--- src/rtl/id_issue_queue_stage_if.sv ---
// Bundle of the issue-queue stage signals: upstream push, regfile read, bypass network,
// EXE issue handshake, redirect and flush. The DUT takes the slave side.
interface id_issue_queue_stage_if #(
   parameter int DATA_W      = 32,
   parameter int N_BYP       = 3,
   parameter int CTRL_W      = 32,
   parameter int STALL_CNT_W = 16
) ();
   logic                      in_valid;
   logic                      in_allow_in;
   logic [DATA_W-1:0]         in_pc;
   logic [DATA_W-1:0]         in_pred_pc;
   logic [DATA_W-1:0]         in_imm;
   logic [4:0]                in_rs1;
   logic [4:0]                in_rs2;
   logic                      in_rs1_en;
   logic                      in_rs2_en;
   logic [4:0]                in_rd;
   logic                      in_rd_we;
   logic [2:0]                in_br_type;
   logic [CTRL_W-1:0]         in_ctrl;

   logic [4:0]                rf_raddr1;
   logic [4:0]                rf_raddr2;
   logic [DATA_W-1:0]         rf_rdata1;
   logic [DATA_W-1:0]         rf_rdata2;

   logic [N_BYP-1:0]          byp_valid;
   logic [N_BYP-1:0]          byp_we;
   logic [N_BYP-1:0]          byp_data_ok;
   logic [N_BYP*5-1:0]        byp_addr;
   logic [N_BYP*DATA_W-1:0]   byp_data;

   logic                      out_valid;
   logic                      out_allow_in;
   logic [DATA_W-1:0]         out_src1;
   logic [DATA_W-1:0]         out_src2;
   logic [DATA_W-1:0]         out_pc;
   logic [4:0]                out_rd;
   logic                      out_rd_we;
   logic [CTRL_W-1:0]         out_ctrl;

   logic                      redirect_valid;
   logic [DATA_W-1:0]         redirect_pc;
   logic                      flush;
   logic [STALL_CNT_W-1:0]    stall_cnt;

   modport slave (
      input  in_valid, in_pc, in_pred_pc, in_imm, in_rs1, in_rs2, in_rs1_en, in_rs2_en,
             in_rd, in_rd_we, in_br_type, in_ctrl,
             rf_rdata1, rf_rdata2,
             byp_valid, byp_we, byp_data_ok, byp_addr, byp_data,
             out_allow_in, flush,
      output in_allow_in, rf_raddr1, rf_raddr2,
             out_valid, out_src1, out_src2, out_pc, out_rd, out_rd_we, out_ctrl,
             redirect_valid, redirect_pc, stall_cnt
   );

   modport master (
      output in_valid, in_pc, in_pred_pc, in_imm, in_rs1, in_rs2, in_rs1_en, in_rs2_en,
             in_rd, in_rd_we, in_br_type, in_ctrl,
             rf_rdata1, rf_rdata2,
             byp_valid, byp_we, byp_data_ok, byp_addr, byp_data,
             out_allow_in, flush,
      input  in_allow_in, rf_raddr1, rf_raddr2,
             out_valid, out_src1, out_src2, out_pc, out_rd, out_rd_we, out_ctrl,
             redirect_valid, redirect_pc, stall_cnt
   );
endinterface

--- src/rtl/id_issue_queue_stage.sv ---
// Decode/issue stage: small FIFO of decoded instructions, head operand resolution through
// bypass channels or the regfile, branch resolution at issue with registered redirect.
module id_issue_queue_stage #(
   parameter int DATA_W      = 32,
   parameter int DEPTH       = 2,
   parameter int N_BYP       = 3,
   parameter int CTRL_W      = 32,
   parameter int STALL_CNT_W = 16
) (
   input  logic                clk,
   input  logic                reset,
   id_issue_queue_stage_if.slave bus
);
   localparam int AW = $clog2(DEPTH);

   typedef struct packed {
      logic [DATA_W-1:0] pc;
      logic [DATA_W-1:0] pred_pc;
      logic [DATA_W-1:0] imm;
      logic [4:0]        rs1;
      logic [4:0]        rs2;
      logic              rs1_en;
      logic              rs2_en;
      logic [4:0]        rd;
      logic              rd_we;
      logic [2:0]        br_type;
      logic [CTRL_W-1:0] ctrl;
   } entry_t;

   entry_t                 r_mem [DEPTH];
   logic [AW-1:0]          r_head;
   logic [AW-1:0]          r_tail;
   logic [AW:0]            r_count;
   logic                   r_redirect_valid;
   logic [DATA_W-1:0]      r_redirect_pc;
   logic [STALL_CNT_W-1:0] r_stall_cnt;

   entry_t                 w_in;
   entry_t                 w_head;
   logic                   w_head_valid;
   logic                   w_full;
   logic [4:0]             w_byp_addr [N_BYP];
   logic [DATA_W-1:0]      w_byp_data [N_BYP];
   logic [N_BYP-1:0]       w_hit1;
   logic [N_BYP-1:0]       w_hit2;
   logic [DATA_W-1:0]      w_rs1_val;
   logic [DATA_W-1:0]      w_rs2_val;
   logic                   w_rs1_rdy;
   logic                   w_rs2_rdy;
   logic [DATA_W-1:0]      w_src1;
   logic [DATA_W-1:0]      w_src2;
   logic                   w_rdy1;
   logic                   w_rdy2;
   logic                   w_taken;
   logic [DATA_W-1:0]      w_target;
   logic [DATA_W-1:0]      w_actual;
   logic                   w_out_valid;
   logic                   w_pop;
   logic                   w_mispredict;
   logic                   w_squash;
   logic                   w_push;

   assign w_in = '{pc: bus.in_pc, pred_pc: bus.in_pred_pc, imm: bus.in_imm,
                   rs1: bus.in_rs1, rs2: bus.in_rs2, rs1_en: bus.in_rs1_en,
                   rs2_en: bus.in_rs2_en, rd: bus.in_rd, rd_we: bus.in_rd_we,
                   br_type: bus.in_br_type, ctrl: bus.in_ctrl};

   assign w_head       = r_mem[r_head];
   assign w_head_valid = (r_count != '0);
   assign w_full       = (r_count == (AW+1)'(DEPTH));

   genvar gi;
   generate
      for (gi = 0; gi < N_BYP; gi++) begin : g_byp
         assign w_byp_addr[gi] = bus.byp_addr[gi*5 +: 5];
         assign w_byp_data[gi] = bus.byp_data[gi*DATA_W +: DATA_W];
         assign w_hit1[gi] = bus.byp_valid[gi] & bus.byp_we[gi] & (w_byp_addr[gi] == w_head.rs1);
         assign w_hit2[gi] = bus.byp_valid[gi] & bus.byp_we[gi] & (w_byp_addr[gi] == w_head.rs2);
      end
   endgenerate

   // Scan oldest to youngest so the lowest-index (youngest) matching producer wins.
   always_comb begin
      w_rs1_val = bus.rf_rdata1;
      w_rs1_rdy = 1'b1;
      w_rs2_val = bus.rf_rdata2;
      w_rs2_rdy = 1'b1;
      for (int i = N_BYP - 1; i >= 0; i--) begin
         if (w_hit1[i]) begin
            w_rs1_val = w_byp_data[i];
            w_rs1_rdy = bus.byp_data_ok[i];
         end
         if (w_hit2[i]) begin
            w_rs2_val = w_byp_data[i];
            w_rs2_rdy = bus.byp_data_ok[i];
         end
      end
      if (w_head.rs1 == 5'd0) begin
         w_rs1_val = '0;
         w_rs1_rdy = 1'b1;
      end
      if (w_head.rs2 == 5'd0) begin
         w_rs2_val = '0;
         w_rs2_rdy = 1'b1;
      end
   end

   always_comb begin
      w_src1 = w_head.rs1_en ? w_rs1_val : w_head.pc;
      w_rdy1 = w_head.rs1_en ? w_rs1_rdy : 1'b1;
      w_rdy2 = w_head.rs2_en ? w_rs2_rdy : 1'b1;
      if (w_head.rs2_en)
         w_src2 = w_rs2_val;
      else if ((w_head.br_type == 3'd5 || w_head.br_type == 3'd6) && w_head.rd_we)
         w_src2 = DATA_W'(4);
      else
         w_src2 = w_head.imm;
   end

   always_comb begin
      unique case (w_head.br_type)
         3'd1:       w_taken = (w_src1 == w_src2);
         3'd2:       w_taken = (w_src1 != w_src2);
         3'd3:       w_taken = ($signed(w_src1) < $signed(w_src2));
         3'd4:       w_taken = (w_src1 < w_src2);
         3'd5, 3'd6: w_taken = 1'b1;
         default:    w_taken = 1'b0;
      endcase
      w_target = (w_head.br_type == 3'd6) ? (w_src1 + w_head.imm) : (w_head.pc + w_head.imm);
      w_actual = w_taken ? w_target : (w_head.pc + DATA_W'(4));
   end

   assign w_out_valid  = w_head_valid & w_rdy1 & w_rdy2 & ~r_redirect_valid & ~bus.flush;
   assign w_pop        = w_out_valid & bus.out_allow_in;
   assign w_mispredict = w_pop & (w_actual != w_head.pred_pc);
   // Wrong-path fetches during the mispredict cycle and the redirect cycle are swallowed.
   assign w_squash     = w_mispredict | r_redirect_valid;
   assign w_push       = bus.in_valid & ~w_full & ~w_squash & ~bus.flush;

   always_ff @(posedge clk) begin
      if (w_push)
         r_mem[r_tail] <= w_in;
   end

   always_ff @(posedge clk) begin
      if (reset) begin
         r_head           <= '0;
         r_tail           <= '0;
         r_count          <= '0;
         r_redirect_valid <= 1'b0;
         r_redirect_pc    <= '0;
         r_stall_cnt      <= '0;
      end else begin
         if (w_head_valid && !(w_rdy1 && w_rdy2) && !(&r_stall_cnt))
            r_stall_cnt <= r_stall_cnt + STALL_CNT_W'(1);
         r_redirect_valid <= 1'b0;
         if (bus.flush) begin
            r_head  <= '0;
            r_tail  <= '0;
            r_count <= '0;
         end else if (w_mispredict) begin
            r_head           <= '0;
            r_tail           <= '0;
            r_count          <= '0;
            r_redirect_valid <= 1'b1;
            r_redirect_pc    <= w_actual;
         end else begin
            if (w_push)
               r_tail <= r_tail + AW'(1);
            if (w_pop)
               r_head <= r_head + AW'(1);
            unique case ({w_push, w_pop})
               2'b10:   r_count <= r_count + (AW+1)'(1);
               2'b01:   r_count <= r_count - (AW+1)'(1);
               default: r_count <= r_count;
            endcase
         end
      end
   end

   assign bus.in_allow_in    = ~w_full | w_squash;
   assign bus.rf_raddr1      = w_head_valid ? w_head.rs1 : 5'd0;
   assign bus.rf_raddr2      = w_head_valid ? w_head.rs2 : 5'd0;
   assign bus.out_valid      = w_out_valid;
   assign bus.out_src1       = w_head_valid ? w_src1 : '0;
   assign bus.out_src2       = w_head_valid ? w_src2 : '0;
   assign bus.out_pc         = w_head_valid ? w_head.pc : '0;
   assign bus.out_rd         = w_head_valid ? w_head.rd : 5'd0;
   assign bus.out_rd_we      = w_head_valid ? w_head.rd_we : 1'b0;
   assign bus.out_ctrl       = w_head_valid ? w_head.ctrl : '0;
   assign bus.redirect_valid = r_redirect_valid;
   assign bus.redirect_pc    = r_redirect_pc;
   assign bus.stall_cnt      = r_stall_cnt;
endmodule

--- src/flat_wrapper.sv ---
// flat-port wrapper written by rule: the top's interface ports become plain ports
module id_issue_queue_stage_flat 
#(
   parameter int DATA_W      = 32,
   parameter int DEPTH       = 2,
   parameter int N_BYP       = 3,
   parameter int CTRL_W      = 32,
   parameter int STALL_CNT_W = 16
)
  (clk, reset, bus_in_valid, bus_in_pc, bus_in_pred_pc, bus_in_imm, bus_in_rs1, bus_in_rs2, bus_in_rs1_en, bus_in_rs2_en, bus_in_rd, bus_in_rd_we, bus_in_br_type, bus_in_ctrl, bus_rf_rdata1, bus_rf_rdata2, bus_byp_valid, bus_byp_we, bus_byp_data_ok, bus_byp_addr, bus_byp_data, bus_out_allow_in, bus_flush, bus_in_allow_in, bus_rf_raddr1, bus_rf_raddr2, bus_out_valid, bus_out_src1, bus_out_src2, bus_out_pc, bus_out_rd, bus_out_rd_we, bus_out_ctrl, bus_redirect_valid, bus_redirect_pc, bus_stall_cnt);
  id_issue_queue_stage_if #(.DATA_W(DATA_W), .N_BYP(N_BYP), .CTRL_W(CTRL_W), .STALL_CNT_W(STALL_CNT_W)) bus_i ();
  input  logic clk;
  input  logic reset;
  input wire logic [$bits(bus_i.in_valid)-1:0] bus_in_valid;
  input wire logic [$bits(bus_i.in_pc)-1:0] bus_in_pc;
  input wire logic [$bits(bus_i.in_pred_pc)-1:0] bus_in_pred_pc;
  input wire logic [$bits(bus_i.in_imm)-1:0] bus_in_imm;
  input wire logic [$bits(bus_i.in_rs1)-1:0] bus_in_rs1;
  input wire logic [$bits(bus_i.in_rs2)-1:0] bus_in_rs2;
  input wire logic [$bits(bus_i.in_rs1_en)-1:0] bus_in_rs1_en;
  input wire logic [$bits(bus_i.in_rs2_en)-1:0] bus_in_rs2_en;
  input wire logic [$bits(bus_i.in_rd)-1:0] bus_in_rd;
  input wire logic [$bits(bus_i.in_rd_we)-1:0] bus_in_rd_we;
  input wire logic [$bits(bus_i.in_br_type)-1:0] bus_in_br_type;
  input wire logic [$bits(bus_i.in_ctrl)-1:0] bus_in_ctrl;
  input wire logic [$bits(bus_i.rf_rdata1)-1:0] bus_rf_rdata1;
  input wire logic [$bits(bus_i.rf_rdata2)-1:0] bus_rf_rdata2;
  input wire logic [$bits(bus_i.byp_valid)-1:0] bus_byp_valid;
  input wire logic [$bits(bus_i.byp_we)-1:0] bus_byp_we;
  input wire logic [$bits(bus_i.byp_data_ok)-1:0] bus_byp_data_ok;
  input wire logic [$bits(bus_i.byp_addr)-1:0] bus_byp_addr;
  input wire logic [$bits(bus_i.byp_data)-1:0] bus_byp_data;
  input wire logic [$bits(bus_i.out_allow_in)-1:0] bus_out_allow_in;
  input wire logic [$bits(bus_i.flush)-1:0] bus_flush;
  output wire logic [$bits(bus_i.in_allow_in)-1:0] bus_in_allow_in;
  output wire logic [$bits(bus_i.rf_raddr1)-1:0] bus_rf_raddr1;
  output wire logic [$bits(bus_i.rf_raddr2)-1:0] bus_rf_raddr2;
  output wire logic [$bits(bus_i.out_valid)-1:0] bus_out_valid;
  output wire logic [$bits(bus_i.out_src1)-1:0] bus_out_src1;
  output wire logic [$bits(bus_i.out_src2)-1:0] bus_out_src2;
  output wire logic [$bits(bus_i.out_pc)-1:0] bus_out_pc;
  output wire logic [$bits(bus_i.out_rd)-1:0] bus_out_rd;
  output wire logic [$bits(bus_i.out_rd_we)-1:0] bus_out_rd_we;
  output wire logic [$bits(bus_i.out_ctrl)-1:0] bus_out_ctrl;
  output wire logic [$bits(bus_i.redirect_valid)-1:0] bus_redirect_valid;
  output wire logic [$bits(bus_i.redirect_pc)-1:0] bus_redirect_pc;
  output wire logic [$bits(bus_i.stall_cnt)-1:0] bus_stall_cnt;
  assign bus_i.in_valid = bus_in_valid;
  assign bus_i.in_pc = bus_in_pc;
  assign bus_i.in_pred_pc = bus_in_pred_pc;
  assign bus_i.in_imm = bus_in_imm;
  assign bus_i.in_rs1 = bus_in_rs1;
  assign bus_i.in_rs2 = bus_in_rs2;
  assign bus_i.in_rs1_en = bus_in_rs1_en;
  assign bus_i.in_rs2_en = bus_in_rs2_en;
  assign bus_i.in_rd = bus_in_rd;
  assign bus_i.in_rd_we = bus_in_rd_we;
  assign bus_i.in_br_type = bus_in_br_type;
  assign bus_i.in_ctrl = bus_in_ctrl;
  assign bus_i.rf_rdata1 = bus_rf_rdata1;
  assign bus_i.rf_rdata2 = bus_rf_rdata2;
  assign bus_i.byp_valid = bus_byp_valid;
  assign bus_i.byp_we = bus_byp_we;
  assign bus_i.byp_data_ok = bus_byp_data_ok;
  assign bus_i.byp_addr = bus_byp_addr;
  assign bus_i.byp_data = bus_byp_data;
  assign bus_i.out_allow_in = bus_out_allow_in;
  assign bus_i.flush = bus_flush;
  assign bus_in_allow_in = bus_i.in_allow_in;
  assign bus_rf_raddr1 = bus_i.rf_raddr1;
  assign bus_rf_raddr2 = bus_i.rf_raddr2;
  assign bus_out_valid = bus_i.out_valid;
  assign bus_out_src1 = bus_i.out_src1;
  assign bus_out_src2 = bus_i.out_src2;
  assign bus_out_pc = bus_i.out_pc;
  assign bus_out_rd = bus_i.out_rd;
  assign bus_out_rd_we = bus_i.out_rd_we;
  assign bus_out_ctrl = bus_i.out_ctrl;
  assign bus_redirect_valid = bus_i.redirect_valid;
  assign bus_redirect_pc = bus_i.redirect_pc;
  assign bus_stall_cnt = bus_i.stall_cnt;
  id_issue_queue_stage #(.DATA_W(DATA_W), .DEPTH(DEPTH), .N_BYP(N_BYP), .CTRL_W(CTRL_W), .STALL_CNT_W(STALL_CNT_W)) u_core (.clk(clk), .reset(reset), .bus(bus_i));
endmodule
--- config.mk ---
export PLATFORM = sky130hd
export DESIGN_NAME = id_issue_queue_stage_flat
export DESIGN_NICKNAME = d
export VERILOG_FILES = /design/src/rtl/id_issue_queue_stage_if.sv /design/src/rtl/id_issue_queue_stage.sv /design/src/flat_wrapper.sv
export SDC_FILE = /design/constraint.sdc
export NUM_CORES = 1
export LEC_CHECK = 0
export ABC_CLOCK_PERIOD_IN_PS = 21700
export CAP_MARGIN = 10
export CORE_ASPECT_RATIO = 0.8
export CORE_MARGIN = 4
export CORE_UTILIZATION = 30
export DETAILED_ROUTE_END_ITERATION = 8
export PLACE_DENSITY = 0.49
export SYNTH_ARGS = -nofsm -noshare
export SYNTH_HDL_FRONTEND = slang
export SYNTH_SLANG_ARGS = --single-unit
--- constraint.sdc ---
create_clock -name clk -period 21.7 [get_ports clk]
set_clock_uncertainty 0.1 [all_clocks]
set_input_delay 2.17 -clock clk [delete_from_list [all_inputs] [get_ports clk]]
set_output_delay 2.17 -clock clk [all_outputs]
set_load 0.005 [all_outputs]
==> results.yml, run 1 <==
global_routing:
  grt-ovfl-total: 0
  grt_max_degree: 96
  grt_pass1_vias: 18940
  grt_util_all_layers_pct: 23.27
  antenna_found_initial: 15
  grt_pass1_wl_um: 131000
floorplanning:
  design.core.area_um2: 70860
  top_level_ports: 533
  start_util_pct: 30.40
  num_rows: 87
  die-area_um2: 76190
  die_w_um: 307.6
  die_h_um: 247.7
worst_setup_path:
  crit_type: "in -> out"
  crit_buf_inv: 4
  critPathSlowestCell: "nand2_2"
  path_cells: "clkdlybuf4s50_1 > xnor2_1 > nor4_2 > nand2_2 > mux2i_1 > a211oi_1 > a21oi_1 > o22a_1 > inv_1 > ha_1 > nand4_1 > nor2_1 > a221oi_1 > a31oi_1 > o31a_2 > nand2_1 > or3_1 > a311oi_1 > and4_1 > o2111ai_2 > buf_4 > and2_1 > or3_1 > clkdlybuf4s50_1"
  worstPathMaxFanout: 45
  cp_top_family: "simple AND/OR/NAND/NOR gates"
  arrival_ns: 10.44
  cp_slowest_stage_delay_ns: 0.69
  critPathCaptureType: "primary output"
  startpoint_type: "input pin"
  crit_required_ns: 19.43
route:
  drt_iter0_drc: 1575
  routed_via_density: 5.306
  drc: 0
  vias: 18530
  wire_per_inst_um: 26.40
  wl_um: 92180
  drt_pass1_iterations: 5
  ant_nets: 0
clock_network:
  clkTransAtPathRegs_ns: 0.05
  cts_buffers: 41
  cts_root_buffer: "clkbuf_16"
  cts.repair.resized: 0
  cts_buffer_depth: 3
  cts_tree: "done"
  worstSkewPairLatency_ns: 0.58
  hold_buffers: 0
  cts.sinks: 352
  cts_setup_buffers: 0
  h-tree-depth: 2
place:
  gp_congestion: 0.8999
  io_buffers: 532
  hpwlAfterDp_um: 71910
  post-place-ws_ns: 9.102
  placed_area_um2: 27990
synth:
  synth_nets: 2408
  synth.distinct_cells: 90
  syn_area_per_cell_um2: 10.76
  syn_area_um2: 21540
  synthCells: 2003
  netlist_top_cells_area: "edfxtp_1 (42%), mux2i_1 (9.8%), dfxtp_1 (5.0%), nor2_1 (4.8%), mux2_2 (4.0%)"
  synth_edf_count: 298
  ys.flop_type: "edfxtp_1"
  yosysSeqAreaShare_pct: 46.55
  ys_async_sr_fraction_pct: 0
  post-synth-top-area-cell: "edfxtp_1"
  synth-seq-cells: 352
  synth.yosys.warnings: 0
  synth_top_area_share_pct: 41.54
sta:
  rsz0062_at_grt: "false"
  fin_ws_ns: 8.988
  period_minus_slack_ns: 12.71
  timing.final.hold_violations: 0
  relSlewSlack_pct: 24.27
  max_freq_ghz: 0.07866
  finalMaxSlewViolations: 0
  fin_crit_sh_pct: 58.58
  tns_ns: 0
  tightest_slew_ns: 1.136
  setup_violations: 0
power_and_ir_drop:
  ir_drop_mv: 0.04789
  p_leak_nw: 10.44
  power_density_nw_per_um2: 62.78
flow_run:
  max-cap-violations: 0
final_layout:
  area_growth_pct: 36.47
  drive_gt1_share_pct: 10.07
  layout.nets: 2925
  stdcell_area_um2: 29400
run_status:
  status: "completed"
min_path:
  min_path_type: "reg -> reg"
[worst register-to-register path, stage by stage, from the launching register on]
cell,delay [ns]
dfxtp_4,0.79
mux2i_1,0.76
xnor2_1,0.20
nor4_2,0.42
nand2_2,0.69
mux2i_1,0.47
a211oi_1,0.12
a21oi_1,0.25
o22a_1,0.27
inv_1,0.07
ha_1,0.29
nand4_1,0.22
nor2_1,0.42
a221oi_1,0.23
a31oi_1,0.46
o31a_2,0.45
nand2_1,0.68
or3_1,0.58
a311oi_1,0.24
and4_1,0.27
o2111ai_2,0.13
buf_4,0.30
and2_1,0.23
buf_4,0.26
nor3_2,0.29
buf_4,0.78
buf_4,0.93
[sequential cells by signal (all words and copies together), names as in the netlist, named ones only]
register	count
u_core.r_head	1
u_core.bus.redirect_pc	32
u_core.bus.stall_cnt	16
u_core.r_mem	298
u_core.r_count	2
u_core.r_tail	1
u_core.bus.redirect_valid	1
[per-layer routing]
layer / part of all wire, % / wire length, µm / vias to the layer above / GRT usage [%]
li1: - / - / 8616 / -
met1: 44 / 40920 / 9140 / 31.39
met2: 48 / 43930 / 629 / 39.04
met3: 5.8 / 5307 / 124 / 4.334
met4: 2.0 / 1879 / 20 / 5.154
met5: 0.16 / 146 / - / 0
[cells by family after synthesis]
family,synth area share [%]
compound gates,14.57
xor+xnor,5.674
fa+ha+maj,3.926
buf+inv,3.264
flops,46.55
mux,13.88
simple gates,12.14
[synthesized netlist by cell type, types with 15 or more instances]
cell type and n:
dfxtp_1 54, nand3_1 37, mux2_2 77, ha_1 66, inv_1 47, nor2_1 273, o21ai_0 37, buf_1 15
nand2_1 86, a22oi_1 36, a211oi_1 44, nand4_1 33, xor2_1 59, o22a_1 31, mux2i_1 211, a21oi_1 162
clkbuf_1 78, edfxtp_1 298, xnor2_1 70, nor3_1 24, a21o_1 17
[path summary, 6_finish.rpt]
path	depth (start not counted)	endpoint	slack, ns	start
min	2	u_core.r_head	0.39	u_core.r_head
max reg2reg	26	u_core.r_mem[0][60]	10.39	flip-flop
min reg2reg	2	u_core.r_head	0.39	u_core.r_head
max	24	bus_in_allow_in	8.99	bus_byp_addr[10]
[per-stage QoR]
step                instances  total power, mW  utilization (%)  hold slack [ns]
floorplan                2003           0.9560                -           0.3501
global placement         3411            1.129            39.50           0.3589
detailed placement       3411            1.130            39.50           0.3742
CTS                      3487            1.862            41.47           0.3811
global route             3490            1.920            41.48           0.4323
finish                   3492            1.846            41.49           0.3862
[where the power goes]
| part | switching (mW) | internal [mW] |
|---|---|---|
| combinational | 0.202 | 0.161 |
| sequential | 0.00536 | 0.753 |
| clock | 0.292 | 0.432 |
| total | 0.499 | 1.35 |
[final cells by class]
type / instances / area [µm²]
fillers: 6837 / 41460
clock inverters: 27 / 314.1
well taps: 934 / 1169
diodes: 5 / 12.51
clock buffers: 49 / 1087
multi-input cells: 1487 / 10850
flip-flops and latches: 352 / 10030
repair buffers: 591 / 5763
inverters: 47 / 176.4
[layout by cell type, fill, tap and decap left out, drive strengths merged, types with 13 or more instances in the layout]
| master | count |
|---|---|
| clkdlybuf4s50 | 531 |
| edfxtp | 298 |
| nor2 | 273 |
| mux2i | 211 |
| a21oi | 162 |
| nand2 | 86 |
| mux2 | 78 |
| xnor2 | 70 |
| ha | 66 |
| buf | 60 |
| xor2 | 59 |
| a211oi | 55 |
| dfxtp | 54 |
| inv | 50 |
| clkbuf | 49 |
| o21ai | 40 |
| nand3 | 38 |
| a22oi | 38 |
| nand4 | 33 |
| o22a | 31 |
| nor3 | 28 |
| a21o | 17 |
| clkinv | 17 |
| nor4 | 14 |
| and3 | 13 |
No activity file was read; power rests on OpenSTA's default activity.
==> run 2, diff against run 1 <==
- ABC_CLOCK_PERIOD_IN_PS: 21700 -> 11100
- PLACE_DENSITY: 0.49 -> 0.51
- clock period: 21.7 -> 11.1 ns (I/O delays scaled with it)
==> run 2 against run 1 <==
Effect of this change:
- via count decreased by 0.63%
- count of clock-buffer cells in the layout is 1 lower
- combinational power is 95% higher
- setup slack lost 8.2 ns
- hold slack improved by 0.0044 ns
- highest routed layer unchanged
==> results.yml, run 2 (synthesized netlist as in run 1, its figures left out) <==
clock_network:
  cts.sinks: 352
  cts_tree: "done"
  worstSkewPairLatency_ns: 0.58
  cts_buffers: 41
  cts.repair.resized: 0
  h-tree-depth: 2
  cts_root_buffer: "clkbuf_16"
  hold_buffers: 0
  cts_setup_buffers: 0
  clkTransAtPathRegs_ns: 0.06
  cts_buffer_depth: 3
final_layout:
  regMostFlops: "u_core.r_mem"
  layout.nets: 2928
  stdcell_area_um2: 29430
  fillers: 6830
  largest_register_ffs: 298
  drive_gt1_share_pct: 10.18
  mostFrequentLayoutCell: "clkdlybuf4s50_1"
  area_growth_pct: 36.59
  fin_util_pct: 41.53
  final_cell_mix: "clkdlybuf4s50_1 (531), edfxtp_1 (298), nor2_1 (271)"
  fin_cells: 3498
worst_setup_path:
  crit_required_ns: 9.89
  cp_top_family: "simple AND/OR/NAND/NOR gates"
  worstPathMaxFanout: 42
  critPathSlowestCell: "o31ai_4"
  r2r_cells: 26
  r2r_setup_slack_ns: 1.64
  crit_top_cell: "nor2_1"
  r2r-end: "u_core.r_mem[1][46]"
  cp_slowest_stage_delay_ns: 0.82
  crit_buf_inv: 4
  startpoint_type: "flip-flop"
  arrival_ns: 9.07
  critPathCaptureType: "primary output"
  crit_type: "reg -> out"
place:
  io_buffers: 532
  placed_area_um2: 28060
  dpl.cell_count: 3414
  hpwlAfterDp_um: 73550
  gp_congestion: 0.9178
  post-place-ws_ns: 1.088
power_and_ir_drop:
  ir_drop_mv: 0.1119
  p_int_mw: 2.583
  clkPwrFrac_pct: 38.3
  power_density_nw_per_um2: 120.6
  p_sw_uw: 966.4
  seqPwrFrac_pct: 41.8
  p_leak_nw: 10.44
  p_sw_share_pct: 27.23
  pwr-share-comb_pct: 19.9
  power_mw: 3.549
route:
  drc: 0
  wire_per_inst_um: 26.50
  routed_via_density: 5.264
  drt_pass1_iterations: 5
  ant_nets: 0
  vias: 18410
  drt_iter0_drc: 1372
  wl_um: 92700
sta:
  period_minus_slack_ns: 10.28
  tns_ns: 0
  finalMaxSlewViolations: 0
  timing.final.hold_violations: 0
  rsz0062_at_grt: "false"
  setup_violations: 0
  fin_ws_ns: 0.8160
  tightest_slew_ns: 1.133
  fin_crit_sh_pct: 92.65
  max_freq_ghz: 0.09724
  relSlewSlack_pct: 24.49
  holdWs_ns: 0.3906
flow_run:
  max-cap-violations: 0
global_routing:
  grt_pass1_wl_um: 130200
  antenna_found_initial: 15
  grt_util_all_layers_pct: 23.41
  grt_pass1_vias: 18410
  grt-ovfl-total: 0
  grt_max_degree: 129
floorplanning:
  die-area_um2: 76190
  die_h_um: 247.7
  design.core.area_um2: 70860
  top_level_ports: 533
  die_w_um: 307.6
  num_rows: 87
  start_util_pct: 30.40
run_status:
  status: "completed"
min_path:
  min_from: "u_core.r_head"
  min_path_type: "reg -> reg"
  min_delay_worst_endpoint: "u_core.r_head"
  whs_path_depth: 2
run 2: cell type report:
class                           count  area, µm²  area share [%]
Multi-Input combinational cell   1487      10860           36.89
Sequential cell                   352      10030           34.10
Timing Repair Buffer              594       5823           19.79
Tap cell                          934       1169           3.971
Clock buffer                       48       1074           3.648
Clock inverter                     27      272.8          0.9269
Inverter                           47      176.4          0.5995
Antenna cell                        9      22.52         0.07653
run 2: worst register-to-register path: cells and delay by family, from the launching register on:
kind | cells | cell delay, ns
AOI/OAI and AO/OA | 8 | 2.36
xor gates and xnor gates | 1 | 0.14
adders and majority gates | 1 | 0.33
buffers and inverters | 5 | 1.68
DFF | 1 | 0.51
muxes | 1 | 0.69
and+or+nand+nor | 10 | 3.16
run 2: per-layer routing:
metal	part of all wire (%)	track usage, %	wire (µm)	up-vias
met5	0.063	0	58	-
met4	1.6	4.534	1450	12
met3	6.6	4.189	6087	89
met2	47	39.24	44030	613
met1	44	31.97	41080	9088
li1	-	-	-	8611
run 2: worst max path at each step:
stage          depth (start not counted)                 end            start
2_1_floorplan                         28  u_core.r_mem[1][0]        flip-flop
3_3_place_gp                          25     bus_in_allow_in  bus_byp_addr[5]
3_5_place_dp                          25     bus_in_allow_in  bus_byp_addr[5]
4_1_cts                               21     bus_in_allow_in        flip-flop
5_1_grt                               21     bus_in_allow_in        flip-flop
6_report                              25     bus_in_allow_in        flip-flop
run 2: power groups by stage:
stage          combinational [mW]  sequential (mW)  clock (mW)
2_1_floorplan               0.350             1.51           0
4_1_cts                     0.704             1.48        1.40
3_3_place_gp                0.697             1.51           0
3_5_place_dp                0.699             1.51           0
6_report                    0.708             1.48        1.36
5_1_grt                     0.756             1.48        1.46
